File: src/rtl/wgt_pkg.sv
// Shared constants, FSM encoding and the kernel-to-bank mapping for the weight load path.
// weight_ctrl uses the same mapping to read the banks back.
package wgt_pkg;
    localparam int DATA_W       = 8;
    localparam int KERNEL_WIDTH = 72;
    localparam int NUM_BANKS    = 4;
    localparam int ADDR_WIDTH   = 10;
    localparam int MAX_KERNELS  = 64;
    localparam int KBYTES       = KERNEL_WIDTH / DATA_W;
    localparam int CNT_W        = 7;
    localparam int IDX_W        = 4;
    localparam int BANK_SHIFT   = 2;

    typedef enum logic [1:0] {
        ST_IDLE = 2'd0,
        ST_LOAD = 2'd1,
        ST_DONE = 2'd2,
        ST_ERR  = 2'd3
    } state_e;

    // Kernel k lands in bank k % NUM_BANKS at address k / NUM_BANKS.
    function automatic logic [NUM_BANKS-1:0] bank_sel(input logic [CNT_W-1:0] k);
        logic [NUM_BANKS-1:0] one;
        one = {{(NUM_BANKS-1){1'b0}}, 1'b1};
        bank_sel = one << k[BANK_SHIFT-1:0];
    endfunction

    function automatic logic [ADDR_WIDTH-1:0] bank_addr(input logic [CNT_W-1:0] k);
        bank_addr = ADDR_WIDTH'(k >> BANK_SHIFT);
    endfunction
endpackage

File: src/rtl/weight_stream_loader_if.sv
// Valid/ready weight byte stream between a producer and weight_stream_loader.
interface weight_stream_loader_if;
    import wgt_pkg::*;
    logic              s_valid;
    logic [DATA_W-1:0] s_data;
    logic              s_last;
    logic              s_ready;

    modport master (output s_valid, output s_data, output s_last, input s_ready);
    modport slave  (input s_valid, input s_data, input s_last, output s_ready);
endinterface

File: src/rtl/weight_stream_loader_kernel_packer.sv
// Shift register gathering 9 weight bytes into one kernel word; the first byte ends up in the MSBs.
module kernel_packer
    import wgt_pkg::*;
(
    input  logic                    clk,
    input  logic                    rstn,
    input  logic                    clr,
    input  logic                    acc,
    input  logic [DATA_W-1:0]       din,
    output logic                    complete,
    output logic [KERNEL_WIDTH-1:0] kword
);
    localparam logic [IDX_W-1:0] LAST_IDX = IDX_W'(KBYTES - 1);

    logic [KERNEL_WIDTH-1:0] pack_r;
    logic [IDX_W-1:0]        idx_r;

    // Byte index and shift register advance only on accepted beats.
    always_ff @(posedge clk or negedge rstn) begin
        if (!rstn) begin
            pack_r <= '0;
            idx_r  <= 4'd0;
        end else if (clr) begin
            idx_r  <= 4'd0;
        end else if (acc) begin
            pack_r <= {pack_r[KERNEL_WIDTH-DATA_W-1:0], din};
            idx_r  <= (idx_r == LAST_IDX) ? 4'd0 : idx_r + 4'd1;
        end
    end

    // The ninth byte is still on the bus, so the full word merges it in directly.
    assign complete = acc && (idx_r == LAST_IDX);
    assign kword    = {pack_r[KERNEL_WIDTH-DATA_W-1:0], din};
endmodule

File: src/rtl/weight_stream_loader.sv
// Loads a stream of weight bytes as 72-bit kernels into four weight banks, round-robin.
// A one-cycle drain after the last write lets o_done trail the final write by one cycle.
module weight_stream_loader
    import wgt_pkg::*;
(
    input  logic                    clk,
    input  logic                    rstn,
    input  logic                    i_start,
    input  logic                    i_lock,
    weight_stream_loader_if.slave   s_if,
    output logic [NUM_BANKS-1:0]    o_wr_en,
    output logic [ADDR_WIDTH-1:0]   o_wr_addr,
    output logic [KERNEL_WIDTH-1:0] o_wr_data,
    output logic                    o_busy,
    output logic                    o_done,
    output logic                    o_err,
    output logic [CNT_W-1:0]        o_kernel_cnt
);
    state_e                  state_r, state_n;
    logic                    fin_r;
    logic [CNT_W-1:0]        kcnt_r;
    logic [NUM_BANKS-1:0]    wr_en_r;
    logic [ADDR_WIDTH-1:0]   wr_addr_r;
    logic [KERNEL_WIDTH-1:0] wr_data_r;
    logic                    busy_r, done_r, err_r;
    logic                    start_s, ready_s, accept_s, complete_s, full_s, wr_fire_s;
    logic [KERNEL_WIDTH-1:0] kword_s;

    assign start_s    = i_start && ((state_r == ST_IDLE) || (state_r == ST_ERR));
    assign ready_s    = (state_r == ST_LOAD) && !fin_r && !i_lock;
    assign accept_s   = s_if.s_valid && ready_s;
    assign full_s     = (kcnt_r == CNT_W'(MAX_KERNELS));
    assign wr_fire_s  = complete_s && !full_s;
    assign s_if.s_ready = ready_s;

    kernel_packer u_packer (
        .clk      (clk),
        .rstn     (rstn),
        .clr      (start_s),
        .acc      (accept_s),
        .din      (s_if.s_data),
        .complete (complete_s),
        .kword    (kword_s)
    );

    // Next-state logic; a 65th kernel or a last beat mid-kernel is fatal to the load.
    always_comb begin
        state_n = state_r;
        case (state_r)
            ST_IDLE: begin
                if (start_s) state_n = ST_LOAD;
                else         state_n = ST_IDLE;
            end
            ST_LOAD: begin
                if (fin_r)                                           state_n = ST_DONE;
                else if (complete_s && full_s)                       state_n = ST_ERR;
                else if (accept_s && s_if.s_last && !complete_s)     state_n = ST_ERR;
                else                                                 state_n = ST_LOAD;
            end
            ST_DONE: state_n = ST_IDLE;
            ST_ERR: begin
                if (start_s) state_n = ST_LOAD;
                else         state_n = ST_ERR;
            end
            default: state_n = ST_IDLE;
        endcase
    end

    // State, kernel counter and all registered outputs.
    always_ff @(posedge clk or negedge rstn) begin
        if (!rstn) begin
            state_r   <= ST_IDLE;
            fin_r     <= 1'b0;
            kcnt_r    <= 7'd0;
            wr_en_r   <= '0;
            wr_addr_r <= '0;
            wr_data_r <= '0;
            busy_r    <= 1'b0;
            done_r    <= 1'b0;
            err_r     <= 1'b0;
        end else begin
            state_r <= state_n;
            fin_r   <= wr_fire_s && s_if.s_last;
            if (start_s)        kcnt_r <= 7'd0;
            else if (wr_fire_s) kcnt_r <= kcnt_r + 7'd1;
            wr_en_r <= wr_fire_s ? bank_sel(kcnt_r) : '0;
            if (wr_fire_s) begin
                wr_addr_r <= bank_addr(kcnt_r);
                wr_data_r <= kword_s;
            end
            busy_r <= (state_n == ST_LOAD) || (state_n == ST_DONE);
            done_r <= (state_n == ST_DONE);
            err_r  <= (state_n == ST_ERR);
        end
    end

    assign o_wr_en      = wr_en_r;
    assign o_wr_addr    = wr_addr_r;
    assign o_wr_data    = wr_data_r;
    assign o_busy       = busy_r;
    assign o_done       = done_r;
    assign o_err        = err_r;
    assign o_kernel_cnt = kcnt_r;
endmodule
File: src/flat_wrapper.sv
// flat-port wrapper written by rule: the top's interface ports become plain ports
module weight_stream_loader_flat import wgt_pkg::*;
  (clk, rstn, i_start, i_lock, o_wr_en, o_wr_addr, o_wr_data, o_busy, o_done, o_err, o_kernel_cnt, s_if_s_valid, s_if_s_data, s_if_s_last, s_if_s_ready);
  weight_stream_loader_if s_if_i ();
  input  logic clk;
  input  logic rstn;
  input  logic i_start;
  input  logic i_lock;
  output logic [NUM_BANKS-1:0] o_wr_en;
  output logic [ADDR_WIDTH-1:0] o_wr_addr;
  output logic [KERNEL_WIDTH-1:0] o_wr_data;
  output logic o_busy;
  output logic o_done;
  output logic o_err;
  output logic [CNT_W-1:0] o_kernel_cnt;
  input wire logic [$bits(s_if_i.s_valid)-1:0] s_if_s_valid;
  input wire logic [$bits(s_if_i.s_data)-1:0] s_if_s_data;
  input wire logic [$bits(s_if_i.s_last)-1:0] s_if_s_last;
  output wire logic [$bits(s_if_i.s_ready)-1:0] s_if_s_ready;
  assign s_if_i.s_valid = s_if_s_valid;
  assign s_if_i.s_data = s_if_s_data;
  assign s_if_i.s_last = s_if_s_last;
  assign s_if_s_ready = s_if_i.s_ready;
  weight_stream_loader u_core (.clk(clk), .rstn(rstn), .i_start(i_start), .i_lock(i_lock), .s_if(s_if_i), .o_wr_en(o_wr_en), .o_wr_addr(o_wr_addr), .o_wr_data(o_wr_data), .o_busy(o_busy), .o_done(o_done), .o_err(o_err), .o_kernel_cnt(o_kernel_cnt));
endmodule
File: config.mk
export PLATFORM = sky130hd
export DESIGN_NAME = weight_stream_loader_flat
export DESIGN_NICKNAME = d
export VERILOG_FILES = /design/src/rtl/wgt_pkg.sv /design/src/rtl/weight_stream_loader_if.sv /design/src/rtl/weight_stream_loader_kernel_packer.sv /design/src/rtl/weight_stream_loader.sv /design/src/flat_wrapper.sv
export SDC_FILE = /design/constraint.sdc
export NUM_CORES = 1
export LEC_CHECK = 0
export CAP_MARGIN = 10
export CORE_MARGIN = 3
export CORE_UTILIZATION = 50
export DETAILED_ROUTE_END_ITERATION = 7
export PLACE_DENSITY = 0.75
export REMOVE_ABC_BUFFERS = 1
export SYNTH_ARGS = -nofsm -noshare
export SYNTH_HDL_FRONTEND = slang
export SYNTH_HIERARCHICAL = 1
export SYNTH_SLANG_ARGS = --single-unit
File: constraint.sdc
create_clock -name clk -period 4 [get_ports clk]
set_input_delay 0.8 -clock clk [delete_from_list [all_inputs] [get_ports clk]]
set_output_delay 0.8 -clock clk [all_outputs]
set_load 0.02 [all_outputs]
* Word level (Yosys, flattened, before mapping)
Cells that the tools add are included.
** Storage, ports and cells
- Word-level logic and storage cells :: 55
- Input bits :: 14
- Flip-flop bits (word level) :: 162
- Output and inout bits :: 97
** Operators by class
- Bitwise gates (word level) :: 1
- Eq/ne operators :: 8
- Shifts and indexed selects :: 1
- Add/subtract/negate cells :: 2
- Reduce and logical (&&, ||, !) cells :: 20
- Mux-type cells :: 12
** Operators by type and width (number)
- $mux 4 :: 4
- $mux 7 :: 2
- $logic_and 1x1->1 :: 10
- $eq 2x2->1 const B :: 4
- $mux 2 :: 4
- $pmux 2 s4 :: 1
- $add 7x1->7 const B :: 1
- $eq 7x7->1 const B :: 1
- $add 4x1->4 const B :: 1
- $eq 2x1->1 const B :: 2
- $eq 4x4->1 const B :: 1
- $logic_not 1->1 :: 4
- $reduce_bool 2->1 :: 2
- $shl 1x2->4 const A :: 1
- $logic_not 2->1 :: 1
- $logic_or 1x1->1 :: 2
- $reduce_and 2->1 :: 1
- $mux 1 :: 1
- $not 1->1 :: 1

* Logic depth before layout (Yosys ltp)
- Depth in word-level cells :: 13
- Mapped depth :: 9
- Depth with buffers taken out :: 7

* Cells and area by module
Netlist, hierarchy kept.
** By module, submodules not included
- weight_stream_loader :: times used 1, cells each 247, area each 3807.4 um^2
- kernel_packer :: times used 1, cells each 169, area each 2995.4 um^2

* Worst setup path before layout
Ideal clock, no wire load.
- Kind :: input port to flip-flop
- Start point :: input port s_if_s_valid
- End point :: register u_core.wr_data_r[29] (netlist: u_core/o_wr_data[29])
- Stages :: 7
- Path buffers :: 3
- Setup time :: 0.125 ns
- Required time :: 3.875 ns
- Data arrival time :: 2.914 ns
- Slack :: 0.961 ns
- Path through :: nor4bb_1 > nor3b_1 > clkbuf_1 > a21boi_4 > buf_6 > buf_8 > mux2_4
** Between the ends
- Word-level cells in the longest chain between the ends :: 3
** Ends and longest elaborated chain
- start: declaration :: RTL line flat_wrapper.sv:16 : input wire logic [$bits(s_if_i.s_valid)-1:0] s_if_s_valid;
- $logic_and 1x1->1 :: RTL line weight_stream_loader.sv:31 : assign accept_s = s_if.s_valid && ready_s;
- $logic_and 1x1->1 :: RTL line weight_stream_loader_kernel_packer.sv:32 : assign complete = acc && (idx_r == LAST_IDX);
- via u_core.complete_s :: RTL line weight_stream_loader.sv:26 : logic start_s, ready_s, accept_s, complete_s, full_s, wr_fire_s;
- $logic_and 1x1->1 :: RTL line weight_stream_loader.sv:33 : assign wr_fire_s = complete_s && !full_s;
- end signal: assignment :: RTL line weight_stream_loader.sv:89 : wr_data_r <= kword_s;
- end: declaration :: RTL line weight_stream_loader.sv:24 : logic [KERNEL_WIDTH-1:0] wr_data_r;
The timed path passes the listed nets, and every way through them passes these cells.
A chain may end at the register's enable or synchronous reset.

* Final worst setup path
- Start point :: input port s_if_s_valid
- End point :: register u_core.wr_data_r[7] (netlist: u_core/o_wr_data[7])
** Between the ends
- Word-level cells in the longest chain between the ends :: 3
** Ends and longest elaborated chain (RTL line)
- $logic_and 1x1->1 :: weight_stream_loader.sv:31
- via u_core.accept_s :: weight_stream_loader.sv:26
- $logic_and 1x1->1 :: weight_stream_loader_kernel_packer.sv:32
- via u_core.complete_s :: weight_stream_loader.sv:26
- $logic_and 1x1->1 :: weight_stream_loader.sv:33
The timed path passes the listed nets, and every way through them passes these cells.

==> results.md <==
- Clk slew on worst S/H paths: 0.06 ns
- Critical path arrival: 3.24 ns
- Drt drc: 0
- Comb power frac: 0.164
- Cells after Synth: 416
- Initial Util: 0.524
- Antenna violation net count after detailed routing: 0
- Post-synthesis compound-gate area fraction: 0.0219
- Setup crit start kind: input pin
- Cell taking the most area after synthesis: dfrtp_1
- Crit-path cells: clkdlybuf4s50_1, nor4bb_1, nor3b_1, buf_4, a21boi_4, buf_12, mux2_2
- Post-CTS sizing: 0
- WP data required: 4.30 ns
- Total power: 0.00449 W
- Warning count from the yosys run: 6
- GR Overflow Total: 0
- Hold WC Path Type: in -> async
- Global placer's final weighted congestion: 0.748
- Largest net degree at the start of global routing: 83
- Post-Syn Area: 0.00680 mm2
- Nets: 547
- CP max-delay cell: a21boi_4
- # clock sinks: 162
- Worst IR Drop VDD: 0.000306 V
- Part of the cycle the worst path needs: 0.735
- Final instance area: 0.00848 mm2
- Postcts setup bufs: 0
- Internal power: 0.00339 W
- Worst setup EP type: flop
- Fmax: 0.340 GHz
- Sequential share of power: 0.480
- Status: complete, no violations
- Drt wl/cell: 16.9 um
- Cells taking the most area after synthesis: dfrtp_1 60%, mux2_4 15%, mux2_2 11%, buf_12 2.1%, ha_1 2.0%
- Row Count: 41
- Switching power: 0.00110 W
- P per Cell Area: 529 mW/mm2
- XOR/XNOR share of the synthesized area: 0.00257
- Most numerous cell in the Yosys netlist: dfrtp_1
- Yosys cell types: 39
- Clock root buffer: clkbuf_16
- Diode count: 0
- Post-synth top cells: 162 x dfrtp_1, 70 x mux2_4, 66 x mux2_2, 18 x buf_4
- Clk pwr share: 0.356
- Die ar.: 0.0150 mm2
- Multiplexer area fraction after synthesis: 0.275
- DP HPWL: 7780 um
- Largest family of logic cells by synthesized area: multiplexers
- Sw Share: 0.244
- Clock Latency Late Sink: 0.42 ns
- Least-Margin Pin Slew: 0.761 ns
- Syn-to-layout area delta: 24.6%
- Pleak: 4.01 nW
- Sequential element share of the synthesized area: 0.596
- Adder-Cell Fraction of Synth Area: 0.0202
- Die W: 123 um
- Clk_skew: 0.0103 ns
- First-pass GRT wire length: 20,000 um
- Synth Flop Type: dfrtp_1
- IO Pins: 111
- Critical path class: in -> reg
- Total track usage: 0.173
- Die height: 123 um
- Slew Limit Fails: 0
- Htree depth: 4
- CTS Hold Buffers Added: 0
- Number of synthesized flops with an enable pin: 0
- Simple-gate portion of the synthesized area: 0.0326
- Syn avg cell area: 16.4 um2
- Vias in the first global route: 3,925
- Final TNS setup: 0 ns
- Post-synth top area share: 0.596
- CP peak stage delay: 0.53 ns
- Endpoints failing hold: 0
- CTS tree: done
- Initial antenna violation count: 0
- Longest Clk Path Bufs: 2
- Fillers: 914
- Max transition margin: 0.493
- Max_cap viols: 0
- #FFs+latches synth: 162
- CTS Buf Count: 17
- IO buf count: 105
- DR vias/cell: 5.14
- Pre-antenna DRT Iters: 4
- Core area: 0.0130 mm2
- Worst-path fanout max: 25
- Post-layout minimum cycle time: 2.94 ns
- RSZ-0062 raised after global routing: no
- Final core utilization: 0.653
- Share of cells above drive strength 1: 0.338
- Placed Area: 0.00789 mm2
- Vias: 3,636
- Iteration-0 DRC count of the detailed router: 175
- Final setup vio count: 0
- Async set or reset register ratio after synthesis: 1.00
- Final WL: 11,900 um
area by class of cell:
| class | instances | area [um2] | share of cell area |
|---|---|---|---|
| Clock buffer | 22 | 484 | 0.0571 |
| Clock inverter | 10 | 106 | 0.0125 |
| Inverter | 8 | 30.0 | 0.00354 |
| Multi-Input combinational cell | 220 | 2410 | 0.285 |
| Sequential cell | 162 | 4050 | 0.478 |
| Tap cell | 172 | 215 | 0.0254 |
| Timing Repair Buffer | 113 | 1170 | 0.139 |
power groups by stage:
| stage | Combinational, W | Clock (W) | Sequential, W |
|---|---|---|---|
| final | 0.000737 | 0.00160 | 0.00215 |
| after global routing | 0.000793 | 0.00170 | 0.00220 |
| after CTS | 0.000746 | 0.00163 | 0.00216 |
| after detailed placement | 0.000738 | 0 | 0.00218 |
| after global placement | 0.000709 | 0 | 0.00216 |
| after floorplan | 0.000598 | 0 | 0.00210 |
registers in the layout, summed over array words and instances, names as in the netlist, 2 cells and up:
| signal | flops |
|---|---|
| u_core/o_kernel_cnt | 7 |
| u_core/o_wr_addr | 5 |
| u_core/o_wr_data | 72 |
| u_core/o_wr_en | 4 |
| u_core/state_r | 2 |
| u_core/u_packer/pack_r | 64 |
| u_core/u_packer/idx_r | 4 |
routing by layer:
| layer | vias up | track usage | wire (um) |
|---|---|---|---|
| met1 | 1882 | 0.228 | 5330 |
| met3 | 14 | 0.0571 | 570 |
| met2 | 99 | 0.268 | 5860 |
| li1 | 1641 | - | - |
| met4 | 0 | 0.0630 | 174 |
| met5 | - | 0 | 0 |
stage by stage:
step / setup WS, ns / instances / hold WS [ns]
after floorplan: -0.244 / 390 / 0.476
after global placement: 0.671 / 675 / 0.472
after detailed placement: 0.640 / 675 / 0.479
after CTS: 1.08 / 707 / 0.457
after global routing: 0.938 / 707 / 0.462
final: 1.06 / 707 / 0.416
kinds of logic after synthesis:
group,after synthesis
AOI/OAI and AO/OA,22
xor gates and xnor gates,2
adders and majority gates,11
buffers and inverters,38
DFF,162
muxes,143
other,1
and+or+nand+nor,37
critical path: cells and delay by family:
family	cells	cell delay (ns)
compound gates	1	0.53
simple gates	2	0.63
mux	1	0.36
buf+inv	3	0.90
cell usage in the layout, fill, tap and decap left out, types with 3 or more instances in the layout:
cell type        Yosys  layout
buf_12               7       5
mux2_1               4       4
clkinv_2             0       6
nand4_1              3       3
dfrtp_1            162     162
clkdlybuf4s50_1      0     104
and2_1               4       4
conb_1               1       5
ha_1                11      11
o21ai_0              4       4
a21oi_1              9       9
clkbuf_16            0      17
buf_4               18       3
nor2_1               5       5
mux2_2              66      66
mux2_4              70      70
mux2i_1              3       3
nand2_1             11      11
inv_1                8       8
clkbuf_8             0       4
worst paths after layout:
| check | start | to | depth (start not counted) | slack [ns] |
|---|---|---|---|---|
| setup / recovery | s_if_s_valid | u_core/o_wr_data[7] | 7 | 1.06 |
| hold / removal | rstn | u_core/o_wr_data[19] | 1 | 0.42 |
| setup reg to reg | u_core/state_r[1] | u_core/o_wr_data[7] | 8 | 1.28 |
| hold reg to reg | u_core/o_wr_data[42] | u_core/o_wr_data[42] | 1 | 0.50 |
| max in group asynchronous | rstn | u_core/u_packer/pack_r[35] | 2 | 2.72 |
| min in group clk | u_core/o_wr_data[42] | u_core/o_wr_data[42] | 1 | 0.50 |
No activity file was read; power rests on OpenSTA's default activity.
